**src/rtl/chkmon_pkg.sv**
```systemverilog
// ==========================================================================
// chkmon_pkg : shared state encoding and default markers for the monitor
// Rev 1.0
// ==========================================================================
`default_nettype none

package chkmon_pkg;

    typedef enum logic [1:0] {
        ST_IDLE       = 2'd0,
        ST_WAIT_START = 2'd1,
        ST_RUN        = 2'd2,
        ST_DONE       = 2'd3
    } chkmon_state_e;

    localparam logic [15:0] DEF_ARM_MARK   = 16'hAB40;
    localparam logic [15:0] DEF_START_MARK = 16'h00A5;
    localparam logic [15:0] DEF_END_MARK   = 16'h765A;
    localparam int          DEF_TIMEOUT    = 250000;

endpackage

`default_nettype wire

```
**src/rtl/checkbits_round_monitor_if.sv**
```systemverilog
// ==========================================================================
// checkbits_round_monitor_if : checkbits input and round status bundle
// CHKMON_GOLDEN_CMP_EN adds the golden-compare handshake. Rev 1.0
// ==========================================================================
`default_nettype none

interface checkbits_round_monitor_if #(
    parameter int CB_W   = 16,
    parameter int CNT_W  = 32,
    parameter int ROUNDS = 3
) ();
    localparam int IDX_W = $clog2(ROUNDS + 1);

    logic [CB_W-1:0]  checkbits;
    logic             clr;
    logic             busy;
    logic             round_done;
    logic [IDX_W-1:0] round_idx;
    logic [CNT_W-1:0] latency;
    logic             lat_sat;
    logic             all_done;
    logic             timeout;
`ifdef CHKMON_GOLDEN_CMP_EN
    logic [CB_W-1:0]  gold_data;
    logic             gold_valid;
    logic             gold_ready;
    logic [7:0]       match_cnt;

    modport master (
        output checkbits, clr, gold_data, gold_valid,
        input  busy, round_done, round_idx, latency, lat_sat, all_done, timeout,
               gold_ready, match_cnt
    );
    modport slave (
        input  checkbits, clr, gold_data, gold_valid,
        output busy, round_done, round_idx, latency, lat_sat, all_done, timeout,
               gold_ready, match_cnt
    );
`else
    modport master (
        output checkbits, clr,
        input  busy, round_done, round_idx, latency, lat_sat, all_done, timeout
    );
    modport slave (
        input  checkbits, clr,
        output busy, round_done, round_idx, latency, lat_sat, all_done, timeout
    );
`endif

endinterface

`default_nettype wire

```
**src/rtl/checkbits_golden_cmp.sv**
```systemverilog
// ==========================================================================
// checkbits_golden_cmp : in-order match of registered checkbits vs golden y
// Built only with CHKMON_GOLDEN_CMP_EN. Rev 1.0
// ==========================================================================
`default_nettype none

`ifdef CHKMON_GOLDEN_CMP_EN
module checkbits_golden_cmp #(
    parameter int CB_W = 16
) (
    input  logic            clock,
    input  logic            resetb,
    input  logic            clr,
    input  logic            run,
    input  logic            enter_run,
    input  logic [CB_W-1:0] cb_q,
    input  logic [CB_W-1:0] gold_data,
    input  logic            gold_valid,
    output logic            gold_ready,
    output logic [7:0]      match_cnt
);
    logic [7:0] r_match_cnt;
    logic       w_match;

    // The consumer advances its golden pointer on each strobe, so ordering is implicit.
    assign w_match    = run && gold_valid && (cb_q == gold_data);
    assign gold_ready = w_match;
    assign match_cnt  = r_match_cnt;

    always_ff @(posedge clock or negedge resetb) begin
        if (!resetb) begin
            r_match_cnt <= 8'd0;
        end else if (clr || enter_run) begin
            r_match_cnt <= 8'd0;
        end else if (w_match && (r_match_cnt != 8'hFF)) begin
            r_match_cnt <= r_match_cnt + 8'd1;
        end
    end

endmodule
`endif

`default_nettype wire

```
**src/rtl/checkbits_round_monitor.sv**
```systemverilog
// ==========================================================================
// checkbits_round_monitor : FIR round detector and latency/timeout monitor
// Option macro: CHKMON_GOLDEN_CMP_EN (golden y compare). Rev 1.0
// ==========================================================================
`default_nettype none

module checkbits_round_monitor
    import chkmon_pkg::*;
#(
    parameter int            CB_W       = 16,
    parameter int            CNT_W      = 32,
    parameter int            ROUNDS     = 3,
    parameter logic [CB_W-1:0] ARM_MARK   = CB_W'(DEF_ARM_MARK),
    parameter logic [CB_W-1:0] START_MARK = CB_W'(DEF_START_MARK),
    parameter logic [CB_W-1:0] END_MARK   = CB_W'(DEF_END_MARK),
    parameter int            TIMEOUT    = DEF_TIMEOUT
) (
    input  logic                      clock,
    input  logic                      resetb,
    checkbits_round_monitor_if.slave  mon
);
    localparam int IDX_W = $clog2(ROUNDS + 1);
    localparam int TMO_W = (TIMEOUT > 1) ? $clog2(TIMEOUT + 1) : 1;
    localparam logic [IDX_W-1:0] IDX_LAST = IDX_W'(ROUNDS - 1);
    localparam logic [TMO_W-1:0] TMO_MAX  = TMO_W'(TIMEOUT);
    localparam logic [TMO_W-1:0] TMO_LAST = (TIMEOUT > 0) ? TMO_W'(TIMEOUT - 1) : '0;

    chkmon_state_e    r_state;
    chkmon_state_e    w_state_nxt;
    logic [CB_W-1:0]  r_cb_q;
    logic [CNT_W-1:0] r_cnt;
    logic [CNT_W-1:0] r_latency;
    logic             r_lat_sat;
    logic             r_round_done;
    logic [IDX_W-1:0] r_round_idx;
    logic             r_all_done;
    logic             r_timeout;
    logic [TMO_W-1:0] r_tcnt;

    logic w_tmo_hit;
    logic w_start_hit;
    logic w_end_hit;
    logic w_last_round;
    logic w_in_run;

    // Fires on the edge that brings the free-running counter to TIMEOUT.
    assign w_tmo_hit = (TIMEOUT != 0) && (r_tcnt == TMO_LAST) && !r_all_done && !r_timeout;
    assign w_in_run  = (r_state == ST_RUN);

    always_ff @(posedge clock or negedge resetb) begin
        if (!resetb) begin
            r_state <= ST_IDLE;
        end else begin
            r_state <= w_state_nxt;
        end
    end

    always_comb begin
        w_state_nxt  = r_state;
        w_start_hit  = 1'b0;
        w_end_hit    = 1'b0;
        w_last_round = 1'b0;
        case (r_state)
            ST_IDLE: begin
                if (r_cb_q == ARM_MARK) begin
                    w_state_nxt = ST_WAIT_START;
                end
            end
            ST_WAIT_START: begin
                if (r_cb_q == START_MARK) begin
                    w_state_nxt = ST_RUN;
                    w_start_hit = 1'b1;
                end
            end
            ST_RUN: begin
                if (r_cb_q == END_MARK) begin
                    w_end_hit = 1'b1;
                    if (r_round_idx == IDX_LAST) begin
                        w_last_round = 1'b1;
                        w_state_nxt  = ST_DONE;
                    end else begin
                        w_state_nxt  = ST_WAIT_START;
                    end
                end
            end
            ST_DONE: begin
                w_state_nxt = ST_DONE;
            end
            default: begin
                w_state_nxt = ST_IDLE;
            end
        endcase
        // clr outranks timeout, which outranks a coincident END.
        if (w_tmo_hit) begin
            w_state_nxt  = ST_DONE;
            w_start_hit  = 1'b0;
            w_end_hit    = 1'b0;
            w_last_round = 1'b0;
        end
        if (mon.clr) begin
            w_state_nxt  = ST_IDLE;
            w_start_hit  = 1'b0;
            w_end_hit    = 1'b0;
            w_last_round = 1'b0;
        end
    end

    always_ff @(posedge clock or negedge resetb) begin
        if (!resetb) begin
            r_cb_q       <= '0;
            r_cnt        <= '0;
            r_latency    <= '0;
            r_lat_sat    <= 1'b0;
            r_round_done <= 1'b0;
            r_round_idx  <= '0;
            r_all_done   <= 1'b0;
            r_timeout    <= 1'b0;
            r_tcnt       <= '0;
        end else if (mon.clr) begin
            r_cb_q       <= '0;
            r_cnt        <= '0;
            r_latency    <= '0;
            r_lat_sat    <= 1'b0;
            r_round_done <= 1'b0;
            r_round_idx  <= '0;
            r_all_done   <= 1'b0;
            r_timeout    <= 1'b0;
            r_tcnt       <= '0;
        end else begin
            r_cb_q       <= mon.checkbits;
            r_round_done <= w_end_hit;
            if (r_tcnt != TMO_MAX) begin
                r_tcnt <= r_tcnt + TMO_W'(1);
            end
            if (w_tmo_hit) begin
                r_timeout <= 1'b1;
            end
            if (w_start_hit) begin
                r_cnt <= CNT_W'(1);
            end else if (w_in_run && !w_end_hit && (r_cnt != '1)) begin
                r_cnt <= r_cnt + CNT_W'(1);
            end
            if (w_end_hit) begin
                r_latency   <= r_cnt;
                r_lat_sat   <= &r_cnt;
                r_round_idx <= r_round_idx + IDX_W'(1);
            end
            if (w_last_round) begin
                r_all_done <= 1'b1;
            end
        end
    end

    assign mon.busy       = (r_state == ST_WAIT_START) || (r_state == ST_RUN);
    assign mon.round_done = r_round_done;
    assign mon.round_idx  = r_round_idx;
    assign mon.latency    = r_latency;
    assign mon.lat_sat    = r_lat_sat;
    assign mon.all_done   = r_all_done;
    assign mon.timeout    = r_timeout;

`ifdef CHKMON_GOLDEN_CMP_EN
    checkbits_golden_cmp #(
        .CB_W (CB_W)
    ) u_golden_cmp (
        .clock      (clock),
        .resetb     (resetb),
        .clr        (mon.clr),
        .run        (w_in_run),
        .enter_run  (w_start_hit),
        .cb_q       (r_cb_q),
        .gold_data  (mon.gold_data),
        .gold_valid (mon.gold_valid),
        .gold_ready (mon.gold_ready),
        .match_cnt  (mon.match_cnt)
    );
`endif

endmodule

`default_nettype wire

```
**src/flat_wrapper.sv**
```systemverilog
// flat-port wrapper written by rule: the top's interface ports become plain ports
module checkbits_round_monitor_flat import chkmon_pkg::*;
#(
    parameter int            CB_W       = 16,
    parameter int            CNT_W      = 32,
    parameter int            ROUNDS     = 3,
    parameter logic [CB_W-1:0] ARM_MARK   = CB_W'(DEF_ARM_MARK),
    parameter logic [CB_W-1:0] START_MARK = CB_W'(DEF_START_MARK),
    parameter logic [CB_W-1:0] END_MARK   = CB_W'(DEF_END_MARK),
    parameter int            TIMEOUT    = DEF_TIMEOUT
)
  (clock, resetb, mon_checkbits, mon_clr, mon_busy, mon_round_done, mon_round_idx, mon_latency, mon_lat_sat, mon_all_done, mon_timeout);
  checkbits_round_monitor_if #(.CB_W(CB_W), .CNT_W(CNT_W), .ROUNDS(ROUNDS)) mon_i ();
  input  logic clock;
  input  logic resetb;
  input wire logic [$bits(mon_i.checkbits)-1:0] mon_checkbits;
  input wire logic [$bits(mon_i.clr)-1:0] mon_clr;
  output wire logic [$bits(mon_i.busy)-1:0] mon_busy;
  output wire logic [$bits(mon_i.round_done)-1:0] mon_round_done;
  output wire logic [$bits(mon_i.round_idx)-1:0] mon_round_idx;
  output wire logic [$bits(mon_i.latency)-1:0] mon_latency;
  output wire logic [$bits(mon_i.lat_sat)-1:0] mon_lat_sat;
  output wire logic [$bits(mon_i.all_done)-1:0] mon_all_done;
  output wire logic [$bits(mon_i.timeout)-1:0] mon_timeout;
  assign mon_i.checkbits = mon_checkbits;
  assign mon_i.clr = mon_clr;
  assign mon_busy = mon_i.busy;
  assign mon_round_done = mon_i.round_done;
  assign mon_round_idx = mon_i.round_idx;
  assign mon_latency = mon_i.latency;
  assign mon_lat_sat = mon_i.lat_sat;
  assign mon_all_done = mon_i.all_done;
  assign mon_timeout = mon_i.timeout;
  checkbits_round_monitor #(.CB_W(CB_W), .CNT_W(CNT_W), .ROUNDS(ROUNDS), .ARM_MARK(ARM_MARK), .START_MARK(START_MARK), .END_MARK(END_MARK), .TIMEOUT(TIMEOUT)) u_core (.clock(clock), .resetb(resetb), .mon(mon_i));
endmodule
```
**config.mk**
```make
export PLATFORM = sky130hd
export DESIGN_NAME = checkbits_round_monitor_flat
export DESIGN_NICKNAME = d
export VERILOG_FILES = /design/src/rtl/chkmon_pkg.sv /design/src/rtl/checkbits_round_monitor_if.sv /design/src/rtl/checkbits_golden_cmp.sv /design/src/rtl/checkbits_round_monitor.sv /design/src/flat_wrapper.sv
export SDC_FILE = /design/constraint.sdc
export NUM_CORES = 1
export LEC_CHECK = 0
export BUFFER_PORTS_ARGS = -buffer_cell sky130_fd_sc_hd__clkbuf_2
export CAP_MARGIN = 40
export CORE_ASPECT_RATIO = 1.75
export CORE_MARGIN = 2
export CORE_UTILIZATION = 50
export CTS_CLUSTER_SIZE = 20
export DETAILED_ROUTE_END_ITERATION = 12
export PLACE_DENSITY = 0.7
export SYNTH_ARGS = -nofsm -noshare
export SYNTH_HDL_FRONTEND = slang
export SYNTH_SLANG_ARGS = --single-unit
```
**constraint.sdc**
```tcl
create_clock -name clock -period 3.4 [get_ports clock]
set_input_delay 0.17 -clock clock [delete_from_list [all_inputs] [get_ports clock]]
set_output_delay 0.17 -clock clock [all_outputs]
set_load 0.005 [all_outputs]
```
==> results.toml <==
[run]
drv_cap = 0

[worst_setup_path]
worstPathMaxFanout = 14
crit_chain = "or4_1 > or4_4 > o211ai_4 > nand3_1 > or3_1 > a21oi_1"
critPathTopFamily = "simple AND/OR/NAND/NOR gates"
end_kind = "flip-flop"
slowest_stage = "or4_1"
ff2ff_setup_slack_ps = 280
crit_arrival_ps = 3370
start_kind = "flip-flop"
slowest_delay_ps = 580
path_buf_inv = 0
crit_required_ps = 3660
path_class = "flip-flop to flip-flop"

[timing]
whs_ps = 46.7
finalSetupViolCount = 0
tns_ps = 0
setup_ws_ps = 285
worstMarginPinSlew_ps = 842
final-hold-violation-count = 0
period_needed_ps = 3120
fmax_mhz = 321
fin_crit_sh = 0.916
rsz0062_at_grt = "false"
skew_ps = 5.94
slew_headroom = 0.424
final_max_slew_viol_count = 0

[synthesis]
synth_edf_count = 0
synth_area_um2 = 4970
synth_cell_types = 42
seq_area_frac_synth = 0.534
synthCells = 523
syn_area_per_cell_um2 = 9.50
synthFlopType = "dfrtp_1"
syn-num-nets = 550
yosys_warnings = 0
synth-seq-cells = 106
synthArstFlopShare = 1.00

[clock_tree]
cts.repair.resized = 0
root_buffer = "clkbuf_16"
htreeDepth = 3
cts_buffer_depth = 2
clk-insertion-delay-late_ps = 340
cts_tree = "done"
cts.sinks = 106
clk_pin_slew_ps = 70
cts_buffers = 9

[global_routing]
grt.total_usage = 0.212
grt_pass1_wl_um = 18100
grt_max_degree = 77
grt_pass1_vias = 3893
grt_overflow_total = 0
antenna_found_initial = 0

[drt]
wl_per_cell_um = 14.7
viasPerCell = 5.54
highest_layer = "met4"
totalWireLength_um = 10400
drt-pass1-iter-count = 5
final_antenna_net_count = 0
drt-initial-drc-count = 227
drc = 0
routed-via-count = 3922
m1WireLength_um = 4160
dr_wl_met2_um = 5740
wl_met3_um = 251

[floorplan]
die_area_um2 = 10800
core.rowCount = 48
core_um2 = 9790
chipHeight_um = 136
start_util = 0.507
die_x_um = 79.3
io_pins = 58

[pwr]
p_int_w = 0.00184
ir_drop_v = 0.000410
p_clk_frac = 0.402
p_per_area_nw_per_um2 = 410
swShare = 0.213
power.net_switching_w = 0.000497
seq_power_share = 0.551
p_comb_frac = 0.047
power_w = 0.00234
cellLeakagePower_nw = 2.53

[placed_design]
place_ws_ps = 363
numPortBuffers = 57
gp_congestion = 0.888
dp_hpwl_um = 7380

[layout]
final_cell_mix = "dfrtp_1, nand2_1, a21oi_1, clkbuf_2, nor2_1"
final_common_cell = "dfrtp_1"
final_layout_size_suffix_gt1_frac = 0.154
final_nets = 608
fillerInstances = 881
synthToLayoutAreaGrowth_pct = 14.6
diodes = 0

[status]
status = "finished clean"

[worst_hold_path]
min_path_type = "primary input to flip-flop"
## cells in the mapped netlist, types with 2 or more instances
| master | number | area, µm² |
|---|---|---|
| a2111oi_0 | 2 | 17.5 |
| a21oi_1 | 62 | 310 |
| and2_1 | 4 | 25.0 |
| and3_1 | 16 | 100 |
| and4_1 | 7 | 61.3 |
| buf_1 | 3 | 11.3 |
| buf_2 | 2 | 10.0 |
| clkbuf_1 | 17 | 63.8 |
| dfrtp_1 | 106 | 2650 |
| ha_1 | 8 | 100 |
| inv_1 | 12 | 45.0 |
| mux2i_1 | 3 | 30.0 |
| nand2_1 | 91 | 342 |
| nand3_1 | 20 | 100 |
| nand3b_1 | 3 | 22.5 |
| nand4_1 | 15 | 93.8 |
| nor2_1 | 39 | 146 |
| nor2b_1 | 16 | 100 |
| nor3_1 | 6 | 30.0 |
| nor4_1 | 3 | 18.8 |
| o211ai_1 | 3 | 22.5 |
| o21ai_0 | 19 | 95.1 |
| or3_1 | 17 | 106 |
| or4_1 | 6 | 45.0 |
| or4b_1 | 2 | 20.0 |
| xnor2_1 | 7 | 61.3 |
| xor2_1 | 19 | 166 |
## worst paths after layout
path | from | endpoint | cells after the start
max | u_core.r_tcnt[5] | u_core.r_cnt[11] | 6
min | mon_checkbits[6] | u_core.r_cb_q[6] | 2
max reg2reg | u_core.r_tcnt[5] | u_core.r_cnt[11] | 6
min reg2reg | u_core.mon.latency[20] | u_core.mon.latency[20] | 2
max in group asynchronous | resetb | u_core.mon.lat_sat | 3
min in group asynchronous | resetb | u_core.mon.latency[21] | 2
## metrics by stage
step                      cells  instance area, µm²   util
final                       708                5690  0.581
after detailed placement    694                5420  0.554
after floorplan             523                4970      -
after global routing        708                5690  0.581
after CTS                   708                5690  0.581
after global placement      693                5410  0.552
## power by group through the flow
| stage | Clock (W) | Sequential [W] | Combinational [W] |
|---|---|---|---|
| after global routing | 0.00102 | 0.00129 | 0.000127 |
| after detailed placement | 0 | 0.00131 | 0.000111 |
| after global placement | 0 | 0.00131 | 0.000109 |
| after floorplan | 0 | 0.00131 | 0.0000565 |
| after CTS | 0.000963 | 0.00129 | 0.000113 |
| final | 0.000939 | 0.00129 | 0.000109 |
## timing repair
item / 4_1_cts / 5_1_grt
hold buffers: 1 / 0
hold endpoints to repair: 50 / 0
buffers inserted: 0 / 0
endpoints found under the setup margin: 0 / 0
## worst register-to-register path, delay by kind of cell, from the launching register on
| kind | cells | cell delay (ps) |
|---|---|---|
| DFF | 1 | 410 |
| AOI/OAI and AO/OA | 2 | 620 |
| and+or+nand+nor | 4 | 2010 |
## flip-flops by register name, indices dropped and copies added, names as in the netlist
signal and cells:
u_core.r_state 2, u_core.mon.round_done 1, u_core.mon.all_done 1, u_core.mon.lat_sat 1
u_core.mon.latency 32, u_core.mon.timeout 1, u_core.mon.round_idx 2, u_core.r_cnt 32
u_core.r_tcnt 18, u_core.r_cb_q 16
## layer usage
layer | up-vias | global-route usage
li1 | 1930 | -
met3 | 18 | 0.0312
met1 | 1915 | 0.242
met4 | 0 | 0.0843
met2 | 59 | 0.392
met5 | - | 0
## cell families after synthesis
| kind of cell | Yosys count | share of synthesized area |
|---|---|---|
| AOI/OAI and AO/OA | 92 | 0.106 |
| xor gates and xnor gates | 26 | 0.0459 |
| adders and majority gates | 8 | 0.0202 |
| buffers and inverters | 35 | 0.0285 |
| DFF | 106 | 0.534 |
| muxes | 3 | 0.00605 |
| and+or+nand+nor | 253 | 0.260 |
## final cells by class
class                   instances  area, µm²  area share
clock buffers                  13        260      0.0457
inverters                      12       45.0     0.00792
multi-input cells             382       2180       0.383
flip-flops and latches        106       2650       0.466
well taps                     125        156      0.0275
repair buffers                 70        395      0.0695
No activity file was read; power rests on OpenSTA's default activity.
